`src/rtl/sbp_update_sched.sv`:
```
// Front-end scheduler for the pipelined lookup: admits lookups into stage 0 and
// applies buffered RAM update batches only after in-flight lookups have drained.
module sbp_update_sched #(
    parameter int NUM_STAGES    = 32,
    parameter int ADDR_BITS     = 11,
    parameter int DATA_BITS     = 64,
    parameter int STAGE_ID_BITS = 6,
    parameter int FIFO_DEPTH    = 16,
    parameter int PIPE_LATENCY  = 64
) (
    input  logic                     clk,
    input  logic                     rst,
    input  logic                     lkp_valid_i,
    input  logic [31:0]              lkp_ip_i,
    output logic                     lkp_ready_o,
    output logic                     ip_valid_o,
    output logic [31:0]              ip_addr_o,
    input  logic                     cmd_valid_i,
    input  logic [STAGE_ID_BITS-1:0] cmd_stage_i,
    input  logic [ADDR_BITS-1:0]     cmd_addr_i,
    input  logic [DATA_BITS-1:0]     cmd_data_i,
    input  logic                     cmd_last_i,
    output logic                     cmd_ready_o,
    output logic [NUM_STAGES-1:0]    wr_en_o,
    output logic [ADDR_BITS-1:0]     wr_addr_o,
    output logic [DATA_BITS-1:0]     wr_data_o,
    output logic                     busy_o,
    output logic                     err_o,
    output logic [1:0]               dbg_state_o
);

    // Handshake: a transfer happens on a rising edge where valid and ready are
    // both high; ready never depends combinationally on valid.

    localparam int ENTRY_W = STAGE_ID_BITS + ADDR_BITS + DATA_BITS + 1;
    localparam int PTR_W   = $clog2(FIFO_DEPTH);
    localparam int CNT_W   = $clog2(FIFO_DEPTH + 1);
    localparam int IDLE_W  = $clog2(PIPE_LATENCY + 1);

    typedef enum logic [1:0] {
        ST_IDLE  = 2'd0,
        ST_DRAIN = 2'd1,
        ST_WRITE = 2'd2
    } state_t;

    state_t                 state_q, state_d;
    logic                   pending_q, pending_d;
    logic [IDLE_W-1:0]      idle_cnt_q, idle_cnt_d;
    logic [PTR_W-1:0]       wr_ptr_q, wr_ptr_d;
    logic [PTR_W-1:0]       rd_ptr_q, rd_ptr_d;
    logic [CNT_W-1:0]       count_q, count_d;
    logic                   lkp_ready_q, lkp_ready_d;
    logic                   cmd_ready_q, cmd_ready_d;
    logic                   ip_valid_q, ip_valid_d;
    logic [31:0]            ip_addr_q, ip_addr_d;
    logic [NUM_STAGES-1:0]  wr_en_q, wr_en_d;
    logic [ADDR_BITS-1:0]   wr_addr_q, wr_addr_d;
    logic [DATA_BITS-1:0]   wr_data_q, wr_data_d;
    logic                   err_q, err_d;

    logic [ENTRY_W-1:0]     mem_q [FIFO_DEPTH];

    logic                   push;
    logic                   pop;
    logic                   lkp_accept;
    logic [ENTRY_W-1:0]     head;
    logic [STAGE_ID_BITS-1:0] head_stage;
    logic [ADDR_BITS-1:0]   head_addr;
    logic [DATA_BITS-1:0]   head_data;
    logic                   head_last;

    assign push       = cmd_valid_i && cmd_ready_q;
    assign lkp_accept = lkp_valid_i && lkp_ready_q;
    assign pop        = (state_q == ST_WRITE) && (count_q != '0);

    assign head       = mem_q[rd_ptr_q];
    assign head_stage = head[ENTRY_W-1 -: STAGE_ID_BITS];
    assign head_addr  = head[DATA_BITS+ADDR_BITS -: ADDR_BITS];
    assign head_data  = head[DATA_BITS:1];
    assign head_last  = head[0];

    always_comb begin
        state_d    = state_q;
        pending_d  = pending_q;
        err_d      = 1'b0;
        wr_en_d    = '0;
        wr_addr_d  = wr_addr_q;
        wr_data_d  = wr_data_q;
        wr_ptr_d   = wr_ptr_q;
        rd_ptr_d   = rd_ptr_q;
        count_d    = count_q;

        ip_valid_d = lkp_accept;
        ip_addr_d  = lkp_accept ? lkp_ip_i : ip_addr_q;

        if (ip_valid_q) begin
            idle_cnt_d = '0;
        end else if (idle_cnt_q >= IDLE_W'(PIPE_LATENCY)) begin
            idle_cnt_d = idle_cnt_q;
        end else begin
            idle_cnt_d = idle_cnt_q + IDLE_W'(1);
        end

        if (push) begin
            wr_ptr_d = wr_ptr_q + PTR_W'(1);
            count_d  = count_q + CNT_W'(1);
        end
        if (pop) begin
            rd_ptr_d = rd_ptr_q + PTR_W'(1);
            count_d  = count_q - CNT_W'(1);
        end

        case (state_q)
            ST_IDLE: begin
                if (push && cmd_last_i) begin
                    pending_d = 1'b1;
                end else if (push && count_q == CNT_W'(FIFO_DEPTH - 1)) begin
                    // Full without a commit: force the partial batch out and flag it.
                    pending_d = 1'b1;
                    err_d     = 1'b1;
                end
                if (pending_d) begin
                    state_d = ST_DRAIN;
                end
            end
            ST_DRAIN: begin
                // A lookup accepted alongside the commit is still in ip_valid_q here.
                if (!ip_valid_q && idle_cnt_q >= IDLE_W'(PIPE_LATENCY)) begin
                    state_d = ST_WRITE;
                end
            end
            ST_WRITE: begin
                if (pop) begin
                    wr_addr_d = head_addr;
                    wr_data_d = head_data;
                    if (32'(head_stage) < NUM_STAGES) begin
                        wr_en_d = {{(NUM_STAGES-1){1'b0}}, 1'b1} << head_stage;
                    end else begin
                        err_d = 1'b1;
                    end
                    if (head_last || count_q == CNT_W'(1)) begin
                        pending_d = 1'b0;
                        state_d   = ST_IDLE;
                    end
                end else begin
                    pending_d = 1'b0;
                    state_d   = ST_IDLE;
                end
            end
            default: begin
                state_d   = ST_IDLE;
                pending_d = 1'b0;
            end
        endcase

        lkp_ready_d = (state_d == ST_IDLE) && !pending_d;
        cmd_ready_d = (state_d == ST_IDLE) && !pending_d && (count_d != CNT_W'(FIFO_DEPTH));
    end

    always_ff @(posedge clk or negedge rst) begin
        if (!rst) begin
            state_q     <= ST_IDLE;
            pending_q   <= 1'b0;
            idle_cnt_q  <= IDLE_W'(PIPE_LATENCY);
            wr_ptr_q    <= '0;
            rd_ptr_q    <= '0;
            count_q     <= '0;
            lkp_ready_q <= 1'b0;
            cmd_ready_q <= 1'b0;
            ip_valid_q  <= 1'b0;
            ip_addr_q   <= '0;
            wr_en_q     <= '0;
            wr_addr_q   <= '0;
            wr_data_q   <= '0;
            err_q       <= 1'b0;
        end else begin
            state_q     <= state_d;
            pending_q   <= pending_d;
            idle_cnt_q  <= idle_cnt_d;
            wr_ptr_q    <= wr_ptr_d;
            rd_ptr_q    <= rd_ptr_d;
            count_q     <= count_d;
            lkp_ready_q <= lkp_ready_d;
            cmd_ready_q <= cmd_ready_d;
            ip_valid_q  <= ip_valid_d;
            ip_addr_q   <= ip_addr_d;
            wr_en_q     <= wr_en_d;
            wr_addr_q   <= wr_addr_d;
            wr_data_q   <= wr_data_d;
            err_q       <= err_d;
        end
    end

    // Storage needs no reset: validity is tracked by the pointers and count.
    always_ff @(posedge clk) begin
        if (push) begin
            mem_q[wr_ptr_q] <= {cmd_stage_i, cmd_addr_i, cmd_data_i, cmd_last_i};
        end
    end

    assign lkp_ready_o = lkp_ready_q;
    assign cmd_ready_o = cmd_ready_q;
    assign ip_valid_o  = ip_valid_q;
    assign ip_addr_o   = ip_addr_q;
    assign wr_en_o     = wr_en_q;
    assign wr_addr_o   = wr_addr_q;
    assign wr_data_o   = wr_data_q;
    assign err_o       = err_q;
    assign busy_o      = (state_q == ST_DRAIN) || (state_q == ST_WRITE);
    assign dbg_state_o = state_q;

endmodule

```
`config.mk`:
```
export PLATFORM = sky130hd
export DESIGN_NAME = sbp_update_sched
export DESIGN_NICKNAME = d
export VERILOG_FILES = /design/src/rtl/sbp_update_sched.sv
export SDC_FILE = /design/constraint.sdc
export NUM_CORES = 2
export LEC_CHECK = 0
export CORE_UTILIZATION = 50
export CTS_CLUSTER_SIZE = 16
export DETAILED_ROUTE_END_ITERATION = 8
export GPL_TIMING_DRIVEN = 0
export HOLD_SLACK_MARGIN = 0.03
export PLACE_DENSITY = 0.68
export REMOVE_ABC_BUFFERS = 1
export SKIP_CTS_REPAIR_TIMING = 1
export SLEW_MARGIN = 20
export SYNTH_ARGS = -nofsm -noshare
export SYNTH_HDL_FRONTEND = slang
export SYNTH_SLANG_ARGS = --single-unit
export TNS_END_PERCENT = 10
```
`constraint.sdc`:
```
create_clock -name clk -period 4.1 [get_ports clk]
set_clock_uncertainty 0.2 [all_clocks]
set_input_delay 0.82 -clock clk [delete_from_list [all_inputs] [get_ports clk]]
set_output_delay 0.82 -clock clk [all_outputs]
set_load 0.005 [all_outputs]
```
=== Word-level counts from Yosys, hierarchy flattened ===
Memories as Yosys holds them, arrays and structs flattened.
Index checks and enable logic that the tools add are counted.

* Output and inout bits: 146
* Bits in writable memories: 1312
* Register bits: 166
* Logic and storage cells: 70
* Memories: 1
* Input bits: 118

* Eq/ne operators: 6
* Muxes and demuxes: 25
* $lt $le $gt $ge: 2
* Reductions and logical operators: 16
* $add $sub $neg: 5
* Shifts and indexed selects: 1

{| class="wikitable"
|+ Memory list
! name !! depth !! width !! rd ports !! clocked after Yosys merged registers in !! write ports !! line !! text
|-
| mem_q || 16 || 82 || 1 || 0 || 1 || 61 || <nowiki>logic [ENTRY_W-1:0] mem_q [FIFO_DEPTH];</nowiki>
|}

{| class="wikitable"
|+ Operator list
! cell !! number
|-
| 2-to-1 mux 32 bit || 3
|-
| left shift 1 x 6 -> 32 bit, first input constant || 1
|-
| 2-to-1 mux 7 bit || 2
|-
| 2-to-1 mux 1 bit || 11
|-
| 2-to-1 mux 5 bit || 2
|-
| adder 4 x 1 -> 4 bit, second input constant || 2
|-
| logical AND 1 bit || 8
|-
| 2-to-1 mux 2 bit || 4
|-
| adder 7 x 1 -> 7 bit, second input constant || 1
|-
| >= comparator 7 bit, second input constant || 1
|-
| < comparator 6 bit, second input constant || 1
|-
| case mux 2 bit (3 select lines) || 1
|-
| adder 5 x 1 -> 5 bit, second input constant || 1
|-
| == test 5 x 1 -> 1 bit, second input constant || 1
|-
| == test 5 x 4 -> 1 bit, second input constant || 1
|-
| != test 5 bit, second input constant || 1
|-
| nonzero test 5 bit || 1
|-
| subtractor 5 x 1 -> 5 bit, second input constant || 1
|-
| zero test 2 bit || 2
|-
| case mux 1 bit (3 select lines) || 1
|-
| == test 2 x 1 -> 1 bit, second input constant || 1
|-
| == test 2 bit, second input constant || 1
|-
| zero test 1 bit || 2
|-
| logical OR 1 bit || 2
|-
| 3 further kinds || 3
|}

=== Longest topological paths before layout ===
* Word-level depth: 10
* Mapped depth: 11

=== Worst setup path before layout ===
OpenSTA, ideal clock, no wires.

* Path type: input port to flip-flop
* From: input port cmd_valid_i
* To: memory mem_q[10][0] in the netlist's numbering (enable)
* Arrival time: 3162 ps
* Stages: 3
* Slack: 289 ps
* Cells stage by stage: nand2_1 nor3b_1 and2_1

* Word-level cells in the longest chain between the ends: 3

{| class="wikitable"
|+ RTL lines
! what !! line !! text
|-
| from (decl) || 18 || <nowiki>input logic cmd_valid_i,</nowiki>
|-
| logical AND 1 bit || 72 || <nowiki>assign push = cmd_valid_i && cmd_ready_q;</nowiki>
|-
| 2-to-1 mux 1 bit || 196 || <nowiki>if (push) begin</nowiki>
|-
| 2-to-1 mux 1 bit (not written as such) || 197 || <nowiki>mem_q[wr_ptr_q] <= {cmd_stage_i, cmd_addr_i, cmd_data_i, cmd_last_i};</nowiki>
|-
| to (decl) || 61 ||
|}

Every way passes these cells.

=== Worst setup path after layout ===
* From: register rd_ptr_q[2]
* To: register wr_en_q[28] (netlist: wr_en_o[28])

* Word-level cells in the longest chain between the ends: 5
* Elaborated cells between the ends (all ways): 6
* Those cells by class: 1 x order compare; 1 x shift; 3 x mux; 1 x memory

{| class="wikitable"
|+ RTL lines
! what !! line !! text
|-
| from (decl) || 50 || <nowiki>logic [PTR_W-1:0] rd_ptr_q, rd_ptr_d;</nowiki>
|-
| from (signal assigned) || 181 || <nowiki>rd_ptr_q <= rd_ptr_d;</nowiki>
|-
| memory read (16 x 82 bit) (*) || - ||
|-
| < comparator 6 bit / left shift 1 x 6 -> 32 bit (equally long branches) || 136, 137 ||
|-
| 2-to-1 mux 32 bit (*) || 136 || <nowiki>if (32'(head_stage) < NUM_STAGES) begin</nowiki>
|-
| 2-to-1 mux 32 bit (*) || 133 || <nowiki>if (pop) begin</nowiki>
|-
| 2-to-1 mux 32 bit (*) || 113 || <nowiki>case (state_q)</nowiki>
|-
| named net wr_en_d[28] || 56 || <nowiki>logic [NUM_STAGES-1:0] wr_en_q, wr_en_d;</nowiki>
|-
| to (signal assigned) || 187 || <nowiki>wr_en_q <= wr_en_d;</nowiki>
|-
| to (decl) || 56 ||
|}

The timed path passes the listed nets; every way through them passes the cells marked *.
A chain may end at the register's enable or synchronous reset.

==> summary.txt <==
Die
  – IO Count: approximately 260
  – Die area: 114000 µm²
  – Core Region: ~110000 µm²
  – Die Y: between 300 and 400 µm
  – Rows: between 100 and 150
  – Chip Width: about 340 µm
  – Starting Density: 0.508

STA
  – Fin crit share: 0.846
  – Worst-margin pin slew: roughly 1.0 ns
  – Slew margin rel.: 0.303
  – Max Freq: between 0.2 and 0.3 GHz
  – Unrepaired setup endpoints after global routing: false
  – Worst Slack Setup Final: 0.630 ns
  – Pins Over Slew Limit: 0
  – Final setup viols: 0
  – Final hold viol count: 0
  – Period minus WS final: about 3.5 ns

Setup path
  – Kind of critical path: flop to flop
  – CP max FO: 45
  – Worst path required time: around 4.5 ns
  – Worst EP arrival: ~3.9 ns
  – CP startpoint kind: flop
  – Endpoint class of the critical path: flop

Detailed routing
  – Via count: 26800
  – Post-DRT Antenna Nets: 0
  – 1st-pass router iterations: 5
  – # DRC: 0
  – DR vias/cell: 5.92
  – Drt wl/cell: between 20 and 30 µm
  – Final wirelength: around 130000 µm
  – Number of DRC markers in iteration 0: 2837

Worst hold path
  – HP Class: flop to flop

Clocking
  – TritonCTS buffer count: roughly 150
  – Clock Pin Slew Worst Setup and Hold Paths: about 0.06 ns
  – Clock H-tree levels: 4
  – # clock sinks: roughly 1500
  – Clock root buffer master: clkbuf_16
  – Max clock buf depth: 3
  – Clk_lat worst skew: around 0.75 ns
  – CTS tree: done

Logic synthesis
  – Synthesis Warnings: 0
  – Register area share after synthesis: 0.771
  – Number of synthesized flops with an enable pin: ~1300
  – Post-Syn Instances: 2552
  – Post-Syn Area: approximately 57000 µm²
  – Synth unique cells: 57
  – Yosys reg bits: around 1500
  – Commonest register cell after synthesis: edfxtp_1
  – Post-Syn Area per Cell: between 20 and 25 µm²
  – Post-synth ARST share: 0.112

Placed design
  – Detailed placer's ending HPWL: around 70000 µm
  – Port bufs: approximately 260
  – Pre-CTS WS: ~0.12 ns
  – Placer Congestion: 0.784

GRT
  – Total congestion overflow: 0
  – Initial antenna violation count: 20
  – Largest net degree at the start of global routing: 86
  – GRT Overall Usage: 0.221
  – Vias in the first global route: between 20000 and 30000
  – First-pass GRT wire length: about 180000 µm

Power and ir drop
  – Overall Power: 30.0 mW
  – P per Cell Area: about 450 nW/µm²
  – Peak supply drop: just under 400 µV
  – Leak Pwr: ~22 nW

Final layout
  – Fraction of layout cells with a size suffix above 1: 0.216
  – Area Growth Syn to Fin: 18.0%
  – Final nets: a little over 3000
  – Post-layout util: 0.599

Flow run
  – Max-cap viol count: 0

Outcome
  – Status: completed
## cell type report
class,count,area (µm²)
diodes,6,15.0
clock buffers,200,4060
clock inverters,73,729
fillers,7595,44600
inverters,15,61.3
multi-input cells,934,12100
flip-flops and latches,1478,43600
well taps,1488,1860
repair buffers,328,4270
## through the flow
| step | hold slack (ns) | std cells | TNS, ns | instance area, µm² |
|---|---|---|---|---|
| after floorplan | 0.270 | 2427 | -1193.78 | 55700 |
| after CTS | -0.0952 | 4515 | 0 | 66700 |
| after global placement | 0.271 | 4178 | -7008.34 | 60200 |
| after global routing | 0.298 | 4520 | 0 | 66700 |
| after detailed placement | 0.263 | 4242 | 0 | 61900 |
| final | 0.276 | 4522 | 0 | 66700 |
## state kept, by name, summed over array words and instances (netlist names)
register	flops
mem_q	1312
wr_data_o	64
ip_addr_o	32
wr_en_o	32
wr_addr_o	11
idle_cnt_q	7
count_q	5
rd_ptr_q	4
wr_ptr_q	4
dbg_state_o	2
cmd_ready_o	1
err_o	1
ip_valid_o	1
lkp_ready_o	1
pending_q	1
## synthesized netlist by cell type, types with 3 or more instances
library cell / count / area, µm²
buf_12: 8 / 160
nor2b_1: 8 / 50.1
nor3_1: 15 / 75.1
mux4_2: 306 / 6890
ha_1: 15 / 188
o21ai_0: 37 / 185
mux2_2: 35 / 394
nand2b_4: 3 / 41.3
mux2i_1: 38 / 380
xor2_1: 3 / 26.3
nor2_1: 44 / 165
nand2_1: 226 / 848
buf_2: 22 / 110
a31oi_1: 10 / 62.6
o221ai_1: 30 / 263
and3_1: 9 / 56.3
buf_1: 6 / 22.5
a31oi_2: 5 / 62.6
buf_4: 11 / 82.6
edfxtp_1: 1312 / 39400
and2_1: 14 / 87.6
a21o_1: 3 / 22.5
a211oi_1: 3 / 22.5
inv_1: 13 / 48.8
nand3_1: 8 / 40.0
nor3b_1: 5 / 37.5
xnor2_1: 11 / 96.3
nand2b_1: 7 / 43.8
a21oi_1: 6 / 30.0
mux4_1: 67 / 1760
nand3b_1: 4 / 30.0
buf_6: 16 / 180
dfrtp_1: 165 / 4130
buf_8: 3 / 45.0
clkbuf_1: 59 / 221
## report_power, final
| part | switching [mW] | total, mW | internal (mW) |
|---|---|---|---|
| clock network | 5.53 | 13.3 | 7.73 |
| logic | 0.206 | 0.307 | 0.102 |
| registers | 0 | 16.4 | 16.4 |
| total | 5.74 | 30.0 | 24.2 |
## worst paths after layout
| path | depth (start not counted) | start | slack, ns | to |
|---|---|---|---|---|
| min in group asynchronous | 2 | rst | 0.50 | wr_en_o[18] |
| hold / removal | 2 | wr_data_o[60] | 0.28 | wr_data_o[60] |
| setup / recovery | 8 | rd_ptr_q[2] | 0.63 | wr_en_o[28] |
| max in group asynchronous | 3 | rst | 2.22 | rd_ptr_q[2] |
| hold reg to reg | 2 | wr_data_o[60] | 0.28 | wr_data_o[60] |
| setup reg to reg | 8 | rd_ptr_q[2] | 0.63 | wr_en_o[28] |
## cells in the final DEF, fill, tap and decap left out, types with 7 or more instances in the layout
master | Yosys | layout
a31oi_1 | 10 | 10
and2_4 | 0 | 12
buf_12 | 8 | 18
buf_16 | 0 | 46
bufinv_16 | 0 | 12
clkbuf_1 | 59 | 40
clkbuf_16 | 0 | 152
clkbuf_8 | 0 | 7
clkdlybuf4s50_1 | 0 | 262
clkinv_1 | 1 | 25
clkinv_2 | 0 | 19
dfrtp_1 | 165 | 162
edfxtp_1 | 1312 | 1312
ha_1 | 15 | 15
inv_1 | 13 | 13
inv_6 | 0 | 7
mux2_2 | 35 | 35
mux2i_1 | 38 | 38
mux4_1 | 67 | 67
mux4_2 | 306 | 306
nand2_1 | 226 | 225
nand2b_1 | 7 | 7
nand3_1 | 8 | 8
nor2_1 | 44 | 44
nor2b_1 | 8 | 8
nor3_1 | 15 | 15
o21ai_0 | 37 | 37
o221ai_1 | 30 | 30
xnor2_1 | 11 | 11
## worst max-delay path, cell delays in order, from the launching register on
cell	delay, ns
dfrtp_4	0.87
buf_16	0.36
buf_16	0.31
mux4_1	0.36
mux2i_1	0.33
nor3_1	0.09
a31oi_1	0.37
nand2b_1	0.32
nor2_1	0.09
## cell families after synthesis
family / count (synthesis) / synth area share
compound gates: 109 / 0.0143
xor+xnor: 14 / 0.00217
fa+ha+maj: 15 / 0.00332
buf+inv: 140 / 0.0155
flops: 1478 / 0.771
mux: 446 / 0.167
simple gates: 350 / 0.0270
## per-layer routing
metal  vias to the layer above  GRT usage  part of all wire
met2                      1076      0.359              0.50
met3                       194     0.0468             0.074
met1                     14200      0.307              0.41
li1                      11300          -                 -
met5                         -          0            0.0014
met4                        28     0.0581             0.017
(Power assumes the default switching activity.)
==> edit: new RTL, same settings <==
Put one more register stage on the output `err_o`, cleared by the reset. The value now appears one clock later. The other outputs are not delayed to match.
--- a/src/rtl/sbp_update_sched.sv
+++ b/src/rtl/sbp_update_sched.sv
@@ -207,3 +207,9 @@
     assign wr_data_o   = wr_data_q;
-    assign err_o       = err_q;
+    always_ff @(posedge clk or negedge rst) begin
+        if (!rst) begin
+            err_o <= '0;
+        end else begin
+            err_o <= err_q;
+        end
+    end
     assign busy_o      = (state_q == ST_DRAIN) || (state_q == ST_WRITE);
Function: not settled (the Yosys comparison gave no result); the edit may change what the design does.
==> edit against the original RTL <==
Highest routed layer unchanged; synthesized area hardly changed; sequential power about the same; global-route usage up 0.21 points; final area grew 0.51%; die area about the same; final cell count rose by 0.18%; worst hold slack worse by 0.10 ns; largest cell class unchanged; wire length increased by 0.52%; critical path type unchanged; sequential cell count is 1 higher; worst setup slack lost 0.047 ns; count of clock-buffer cells in the layout up 5; clock power increased by 3%; total power is 1.6% higher.
==> edit: results (changes against the original RTL) <==
** Placed design
- The routability congestion estimate was 0.794 (+1.3%).
- The estimated wirelength of the detail-placed design is 70500 um (+0.26%).
- Instance area at placement :: 62000 um^2 (+0.21%)
- Place WS :: 0.122 ns (+0.00142 ns)

** Yosys
- Proportion of synthesized chip area in sequential cells :: 0.771 (about the same)
- Ranked by total cell area, the synthesized netlist is headed by sky130_fd_sc_hd__edfxtp_1 (70%), sky130_fd_sc_hd__mux4_2 (12%), sky130_fd_sc_hd__dfrtp_1 (7.3%).
- The proportion of synthesized flip-flops having asynchronous set or reset came to 0.113 (+0.000600).
- Most used standard cells in the synthesized netlist :: sky130_fd_sc_hd__edfxtp_1 (1312), sky130_fd_sc_hd__mux4_2 (306), sky130_fd_sc_hd__nand2_1 (226), sky130_fd_sc_hd__dfrtp_1 (166), sky130_fd_sc_hd__mux4_1 (67)
- The number of enable flip-flop cells after synthesis is 1312 (unchanged).

** Global route
- Initial antenna violation count :: 18 (-10%)
- The maximum number of pins on one net before global-route repair came to 85 (-1.2%).
- Number of global-route vias before repair :: 28300 (+1.7%)
- GRT Util Overall :: 0.223 (+0.00214)
- Wire length of the first global-routing pass :: 187000 um (+1.4%)

** Power and ir drop
- Design internal power :: 0.0247 W (+1.9%)
- Largest vdd supply drop :: 0.000447 V (+16%)
- The clock group power came to 0.0137 W (+3%).
- Leakage dissipation :: 21.9 nW (+0.83%)
- Power density over the cells :: 454 nW/um^2 (+1.1%)

** Worst setup path
- The data arrival time of the worst path is 3.93 ns (+0.05 ns).
- Cell type group with the largest total delay on the critical path :: multiplexers
- Largest incremental delay on the critical path :: 0.84 ns (-0.03 ns)
- Max FO, Critical Path :: 35 (-22%)

** Finish
- Final-stage net count :: 3044 (+0.20%)
- Antenna diode instance count :: 4 (-2)
- Fraction of area in registers :: 0.650 (-0.00294)
- Seq Cell Count :: 1479 (+0.068%)
- The fraction of cell area in non-clock buffers is 0.0653 (+0.00121).
- Non-clock buffer count in the final layout :: 333 (+1.5%)
- Share of the final layout cell area in multi-input gates :: 0.181 (-0.000924)
- Number of clock-tree buffers in the layout :: 205 (+2.5%)
- The fraction of area in clock buffers and inverters is 0.0747 (+0.00288).
- Share of layout cells above drive strength 1 :: 0.221 (+0.00554)
- The count of filler cells inserted in the layout is 7619 (+0.32%).

** Detailed routing
- The total number of vias is 26800 (+0.31%).
- Initial detailed-routing violation count :: 2568 (-9.5%)
- Total routed wirelength :: 126000 um (+0.52%)
- Length of the first detailed-routing pass in iterations :: 7 (+2)

** STA
- Number of pins with negative max-slew slack in the final report :: 0 (unchanged)
- The actual transition at the worst max-transition pin came to 1.03 ns (-0.00948 ns).

** Status
- Result of the run :: completed

** CTS
- The TritonCTS buffer count was 148 (unchanged).
- Reg clk slew, reported paths :: 0.06 ns (about the same)
-- edit: per-stage QoR --
step / cells / util
finish: 4530 / 0.602
global route: 4528 / 0.602
CTS: 4525 / 0.601
detailed placement: 4248 / 0.557
global placement: 4179 / 0.540
floorplan: 2428 / -
-- edit: worst paths after layout --
path | depth (start not counted) | slack [ns] | end | startpoint
setup / recovery | 8 | 0.58 | wr_en_o[14]$_DFF_PN0_ | rd_ptr_q[0]$_DFFE_PN0N_
hold / removal | 0 | 0.18 | err_o$_DFF_PN0_ | err_q$_DFF_PN0_
setup reg to reg | 8 | 0.58 | wr_en_o[14]$_DFF_PN0_ | rd_ptr_q[0]$_DFFE_PN0N_
hold reg to reg | 0 | 0.18 | err_o$_DFF_PN0_ | err_q$_DFF_PN0_
max in group asynchronous | 4 | 2.19 | wr_data_o[52]$_DFFE_PN0P_ | rst
min in group asynchronous | 2 | 0.31 | wr_addr_o[9]$_DFFE_PN0P_ | rst
-- edit: layer usage --
layer	GRT usage	share of wire	vias to the layer above
met1	0.303	0.40	14200
met4	0.0587	0.019	30
li1	-	-	11300
met2	0.365	0.50	1068
met5	0	0.0014	-
met3	0.0532	0.080	206
-- edit: cells by family (layout without fill, tap and decap cells) --
family	after synthesis	count (layout)	synth area share
muxes	446	446	0.167
buffers and inverters	140	625	0.0155
adders and majority gates	15	15	0.00332
DFF	1479	1479	0.771
xor gates and xnor gates	14	14	0.00217
other	0	4	0
AOI/OAI and AO/OA	109	109	0.0143
and+or+nand+nor	350	350	0.0270
